### src/rtl/sync_fifo_param.sv
// sync_fifo_param: single-clock FIFO with configurable width/depth,
// full/empty and almost-full/almost-empty flags, occupancy count,
// overflow/underflow error pulses and a selectable read mode
// (registered read or first-word-fall-through).
module sync_fifo_param #(
    parameter int DATA_WIDTH       = 8,
    parameter int DEPTH            = 16,
    parameter int ALMOST_FULL_THR  = DEPTH - 2,
    parameter int ALMOST_EMPTY_THR = 2,
    parameter bit FWFT             = 1'b0
) (
    input  logic                       clk,
    input  logic                       rst,
    input  logic                       enable_write,
    input  logic [DATA_WIDTH-1:0]      value_to_write,
    input  logic                       enable_read,
    output logic [DATA_WIDTH-1:0]      value_to_read,
    output logic                       full,
    output logic                       empty,
    output logic                       almost_full,
    output logic                       almost_empty,
    output logic [$clog2(DEPTH):0]     count,
    output logic                       overflow,
    output logic                       underflow
);

    localparam int AW = $clog2(DEPTH);
    localparam int CW = AW + 1;

    localparam logic [CW-1:0] DEPTH_C = CW'(DEPTH);
    localparam logic [CW-1:0] AF_C    = CW'(ALMOST_FULL_THR);
    localparam logic [CW-1:0] AE_C    = CW'(ALMOST_EMPTY_THR);

    // Storage is deliberately not reset; the pointers alone define validity.
    logic [DATA_WIDTH-1:0] mem [DEPTH];

    logic [AW-1:0] wr_ptr, rd_ptr;
    logic          rd_ok, wr_ok;
    logic [CW-1:0] count_nxt;

    // A write into a full FIFO is allowed when a read frees a slot this cycle.
    always_comb begin
        rd_ok     = enable_read && !empty;
        wr_ok     = enable_write && (!full || rd_ok);
        count_nxt = count + CW'(wr_ok) - CW'(rd_ok);
    end

    // Storage write port.
    always_ff @(posedge clk) begin
        if (wr_ok) mem[wr_ptr] <= value_to_write;
    end

    // Pointers, count, flags and error pulses; flags come from the next count
    // so they line up with count in the same cycle.
    always_ff @(posedge clk or posedge rst) begin
        if (rst) begin
            wr_ptr       <= '0;
            rd_ptr       <= '0;
            count        <= '0;
            full         <= 1'b0;
            empty        <= 1'b1;
            almost_full  <= 1'b0;
            almost_empty <= 1'b1;
            overflow     <= 1'b0;
            underflow    <= 1'b0;
        end else begin
            if (wr_ok) wr_ptr <= wr_ptr + AW'(1);
            if (rd_ok) rd_ptr <= rd_ptr + AW'(1);
            count        <= count_nxt;
            full         <= (count_nxt == DEPTH_C);
            empty        <= (count_nxt == '0);
            almost_full  <= (count_nxt >= AF_C);
            almost_empty <= (count_nxt <= AE_C);
            overflow     <= enable_write && !wr_ok;
            underflow    <= enable_read && !rd_ok;
        end
    end

    generate
        if (FWFT) begin : g_fwft
            // Head of queue is always presented; don't-care while empty.
            assign value_to_read = mem[rd_ptr];
        end else begin : g_reg
            logic [DATA_WIDTH-1:0] rd_data;

            // Registered read: capture the head on an accepted read, else hold.
            always_ff @(posedge clk or posedge rst) begin
                if (rst)        rd_data <= '0;
                else if (rd_ok) rd_data <= mem[rd_ptr];
            end

            assign value_to_read = rd_data;
        end
    endgenerate

endmodule

### config.mk
export PLATFORM = sky130hd
export DESIGN_NAME = sync_fifo_param
export DESIGN_NICKNAME = d
export VERILOG_FILES = /design/src/rtl/sync_fifo_param.sv
export SDC_FILE = /design/constraint.sdc
export NUM_CORES = 1
export LEC_CHECK = 0
export ABC_AREA = 1
export CAP_MARGIN = 20
export CORE_MARGIN = 5
export CORE_UTILIZATION = 35
export DETAILED_ROUTE_END_ITERATION = 8
export PLACE_DENSITY = 0.51
export REMOVE_ABC_BUFFERS = 1
export SLEW_MARGIN = 20
export SYNTH_ARGS = -nofsm -noshare
export SYNTH_HDL_FRONTEND = slang
export SYNTH_SLANG_ARGS = --single-unit
### constraint.sdc
create_clock -name clk -period 2.8 [get_ports clk]
set_input_delay 0.42 -clock clk [delete_from_list [all_inputs] [get_ports clk]]
set_output_delay 0.42 -clock clk [all_outputs]
set_load 0.02 [all_outputs]
==> results of run 1 <==
[worst max-delay path: cells and delay by family]
kind                       cells  cell delay (ns)
buffers and inverters          4             0.67
and+or+nand+nor                4             0.37
AOI/OAI and AO/OA              1             0.09
adders and majority gates      3             0.92
xor gates and xnor gates       1             0.26
[cell usage after synthesis, drive strengths merged]
cell type / n
a21oi: 9
buf: 19
clkbuf: 3
clkinv: 2
dfrtp: 25
dfstp: 2
edfxtp: 128
fa: 1
ha: 10
inv: 22
nand2: 209
nand3: 92
nor2: 23
nor3: 1
nor3b: 1
o21ai: 3
xor2: 10
[registers in the layout (all words and copies together), names as in the netlist]
register,cells
almost_empty,1
wr_ptr,4
count,5
value_to_read,8
full,1
underflow,1
rd_ptr,4
overflow,1
empty,1
almost_full,1
mem,128
[worst min path at each step]
stage | startpoint | end | slack, ns
final | rst | rd_ptr[0] | 0.14
after global routing | rst | rd_ptr[0] | 0.14
after CTS | rst | rd_ptr[0] | 0.13
after detailed placement | value_to_read[4] | value_to_read[4] | 0.47
after global placement | value_to_read[4] | value_to_read[4] | 0.47
after floorplan | rst | almost_full | 0.47
[power groups by stage]
stage / clock (mW) / sequential [mW] / combinational, mW
4_1_cts: 2.41 / 3.12 / 3.05
6_report: 2.37 / 3.12 / 3.00
3_5_place_dp: 0 / 3.17 / 3.03
3_3_place_gp: 0 / 3.16 / 3.00
5_1_grt: 2.52 / 3.16 / 3.39
2_1_floorplan: 0 / 3.40 / 1.65
[per-layer routing]
layer	share of wire	track usage	routed length, um	up-vias
met3	0.036	0.0315	511	17
met5	0	0	0	-
met1	0.47	0.202	6750	1983
met4	0.016	0.0555	230	0
li1	-	-	-	1996
met2	0.48	0.228	6880	75
[cell type report]
cell class	count	area (um^2)
clock buffers	17	425
repair buffers	53	485
fillers	1670	10300
multi-input cells	359	1640
clock inverters	15	186
well taps	229	287
flip-flops and latches	155	4520
inverters	24	90.1
[through the flow]
step	hold WS, ns	area (um^2)	power (mW)	cells
after floorplan	0.471	6250	5.04	538
after global placement	0.467	7020	6.15	820
after detailed placement	0.465	7020	6.20	820
after CTS	0.128	7640	8.58	852
after global routing	0.142	7640	9.07	852
final	0.141	7640	8.50	852
[cell families (layout without fill, tap and decap cells)]
kind of cell / count (synthesis) / in the layout / synth area share
and+or+nand+nor: 326 / 326 / 0.212
DFF: 155 / 155 / 0.710
buffers and inverters: 46 / 109 / 0.0320
AOI/OAI and AO/OA: 12 / 12 / 0.00943
adders and majority gates: 11 / 11 / 0.0228
xor gates and xnor gates: 10 / 10 / 0.0138
==> reports/results.ini, run 1 <==
[floorplan]
die_x_um=145
core_area_um2=18000
num_rows=49
ioPinCount=31
initial_core_util=0.354
die-height_um=145
dieArea_um2=21000

[global_routing]
grt_max_degree=68
antenna_found_initial=0
grt_pass1_vias=3939
grt_first_pass_wirelength_mm=22.7
grt_usage=0.147
overflow=0

[worst_setup_path]
path_max_fanout=4
critical_path.startpoint=enable_read
crit_top_cell=inv_1
crit_path_end=empty
cp.arrival_ns=2.73
worstSetupStartpointType=primary input
rr_worst_depth=11
r2r_end=empty
crit_type=primary input to flip-flop
max_stage_delay_ns=0.48
reg2reg_from=empty
cp_cell_sequence=clkdlybuf4s50_1 > inv_1 > nor2_2 > o21ai_1 > ha_1 > inv_1 > ha_1 > fa_1 > nand3_1 > nand2_1 > xor2_1 > inv_1 > nor2_1
cpMaxStageDelayCell=clkdlybuf4s50_1
rrSetupSlack_ns=0.43
worstPathRequired_ns=3.16
crit_path_end_kind=flip-flop

[routing]
routed_wl_mm=14.4
vias_per_cell=4.78
first_iter_violations=262
wl_per_cell_um=16.9
via_count=4071
drc=0
dr.pass1.iters=5
ant_nets=0

[pwr]
swShare=0.372
peakVddDrop_v=0.000452
power_frac_seq=0.367
clkPwrFrac=0.280
p_switching_mw=3.16
power_density_nw_per_um2=1110
p_leak_nw=3.01
power.internal_mw=5.34
comb_power_share=0.353

[synthesis]
yosys.area.top_type=edfxtp_1
yosys_warnings=0
syn_avg_cell_area_um2=11.4
yosys-top-cells-area=edfxtp_1, nand2_1, dfrtp_1
netlist.area_leader.share=0.604
netlist-cell-type-count=21
ys_ff_latch=155
synth_area_um2=6360
yosysSeqAreaShare=0.710
synth_cells=560

[clocking]
ctsResizeCount=0
tritoncts=yes
clkSinkCount=155
postCtsSetupRepairBufs=0
cts_buffer_depth=2
holdBufCountCts=0
htree_levels=4
clk_latency_ns=0.42
path_clk_slew_ns=0.06
cts-root-buf=clkbuf_16
numCtsBuffers=17

[run_status]
status=completed

[placement]
gp_congestion=0.817
post-place-ws_ns=0.00326
port_buffers=30
hpwl_mm=9.19

[sta]
finalClockSkew_ns=0.00721
worst_slack_ns=0.430
setup_viol=0
worst_pin_slew_ns=0.936
rsz0062_at_grt=no
hold_viol=0
relSlewSlack=0.372
finalSetupTns_ns=0
fin_crit_ns=2.37
fin_crit_sh=0.846
max_freq_mhz=422
finalMaxSlewViolations=0

[final_layout]
area.growth.synth_to_final_pct=20.0
layout-drive-gt1-share=0.0979
fin_nets=633
layout_commonest_cell=nand2_1
diodes=0
fin_util=0.425
final_cell_mix=nand2_1, edfxtp_1, nand3_1

[min_path]
holdCritPathClass=primary input to asynchronous set/reset pin

[run]
cap_violations=0

Power figures use the tool's default switching activity.
==> run 2, diff against run 1 <==
==> constraint.sdc (replaced) <==
create_clock -name clk -period 2.46 [get_ports clk]
set_input_delay 0.369 -clock clk [delete_from_list [all_inputs] [get_ports clk]]
set_output_delay 0.369 -clock clk [all_outputs]
set_load 0.02 [all_outputs]
==> run 2 against run 1 <==
Effect of this change: non-clock buffer count rose by 3; total power rose by 15%; sequential power grew 14%; critical path depth fell by 2; clock power increased by 14%; design area rose by 0.49%; sequential share of layout area shrank 0.29 points; die area did not move; highest routed layer unchanged.
==> reports/results.ini, run 2 (synthesis results as in run 1) <==
[run_status]
status=completed

[routing]
routed_wl_mm=14.2
wl_per_cell_um=16.5
via_count=4066
first_iter_violations=283
vias_per_cell=4.76
drc=0
dr.pass1.iters=7
ant_nets=0

[worst_setup_path]
critical_path.startpoint=empty
crit_path_end_kind=flip-flop
path_max_fanout=4
crit_type=flip-flop to flip-flop
worstPathRequired_ns=2.81
rrSetupSlack_ns=0.18
r2r_end=empty
worstSetupStartpointType=flip-flop
cp.arrival_ns=2.63
rr_worst_depth=11
crit_path_end=empty
reg2reg_from=empty

[sta]
hold_viol=0
setup_viol=0
fin_crit_ns=2.28
finalMaxSlewViolations=0
hold_ws_ns=0.110
rsz0062_at_grt=no
finalClockSkew_ns=0.00430
fin_crit_sh=0.925
max_freq_mhz=439
worst_pin_slew_ns=0.951
relSlewSlack=0.362

[pwr]
power_density_nw_per_um2=1270
peakVddDrop_v=0.000537
p_leak_nw=3.04

[floorplan]
die_x_um=145
dieArea_um2=21000
die-height_um=145
core_area_um2=18000
ioPinCount=31
num_rows=49
initial_core_util=0.354

[final_layout]
final_cell_mix=nand2_1, edfxtp_1, nand3_1
largest-register=mem
nFillCells=1683
layout-drive-gt1-share=0.105
area.growth.synth_to_final_pct=20.6
fin_util=0.427
layout_commonest_cell=nand2_1
fin_area_um2=7670
fin_nets=636
diodes=0
largest_reg_flops=128

[clocking]
path_clk_slew_ns=0.06
clk_latency_ns=0.42
holdBufCountCts=0
htree_levels=4
clkSinkCount=155
numCtsBuffers=17
tritoncts=yes
cts-root-buf=clkbuf_16
cts_buffer_depth=2

[run]
cap_violations=0

[placement]
hpwl_mm=9.18
dpl_cell_area_um2=7050
port_buffers=30
gp_congestion=0.810

[global_routing]
grt_usage=0.144
grt_first_pass_wirelength_mm=22.4
grt_pass1_vias=3978
overflow=0
antenna_found_initial=0
grt_max_degree=68

[min_path]
holdCritPathClass=primary input to asynchronous set/reset pin

run 2: how the worst min path moves through the flow:
stage | startpoint | endpoint | slack [ns] | cells past startpoint
after CTS | rst | underflow | 0.1 | 2
after global routing | rst | overflow | 0.12 | 2
final | rst | underflow | 0.11 | 2
after floorplan | rst | almost_full | 0.42 | 1
after detailed placement | value_to_read[3] | value_to_read[3] | 0.46 | 2
after global placement | value_to_read[2] | value_to_read[2] | 0.47 | 2
run 2: power breakdown:
part	switching (mW)	internal [mW]	total (mW)
Clock	1.08	1.62	2.70
Combinational	2.31	1.23	3.54
Sequential	0.241	3.31	3.55
Total	3.63	6.16	9.78
run 2: repair_timing:
item / in CTS / in global routing
setup endpoints to repair: 0 / 4
resized for setup: 0 / 3
setup buffers: 0 / 0
hold endpoints to repair: 0 / 0
run 2: layout make-up:
cell class              instances  area (um^2)  area share
clock buffers                  17          425      0.0554
well taps                     229          287      0.0373
inverters                      24         90.1      0.0117
flip-flops and latches        155         4520       0.589
clock inverters                15          186      0.0243
multi-input cells             359         1650       0.216
repair buffers                 56          508      0.0662
run 2: per-layer routing:
layer  up-vias  share of wire  global-route usage
met4         0          0.019              0.0535
met5         -              0                   0
met2        58           0.47               0.221
met1      1983           0.48               0.204
met3        20          0.034              0.0289
li1       2005              -                   -
run 2: critical path, stage by stage, from the launching register on:
cell and delay (ns):
dfstp_2 0.55, nor2_2 0.05, buf_4 0.12, ha_1 0.26, inv_1 0.06, ha_1 0.21, fa_2 0.36, nand3_1 0.08
nand2_1 0.10, xor2_2 0.21, inv_1 0.08, nor2_1 0.13
run 2: stage by stage:
stage          power (mW)  setup TNS (ns)  std cells  setup WS [ns]
2_1_floorplan        5.74           -1.48        538         -0.177
3_3_place_gp         7.06          -0.848        823         -0.209
3_5_place_dp         7.12           -1.21        823         -0.298
4_1_cts              9.84               0        855         0.0737
5_1_grt              10.5               0        855         0.0395
6_report             9.78               0        855          0.183
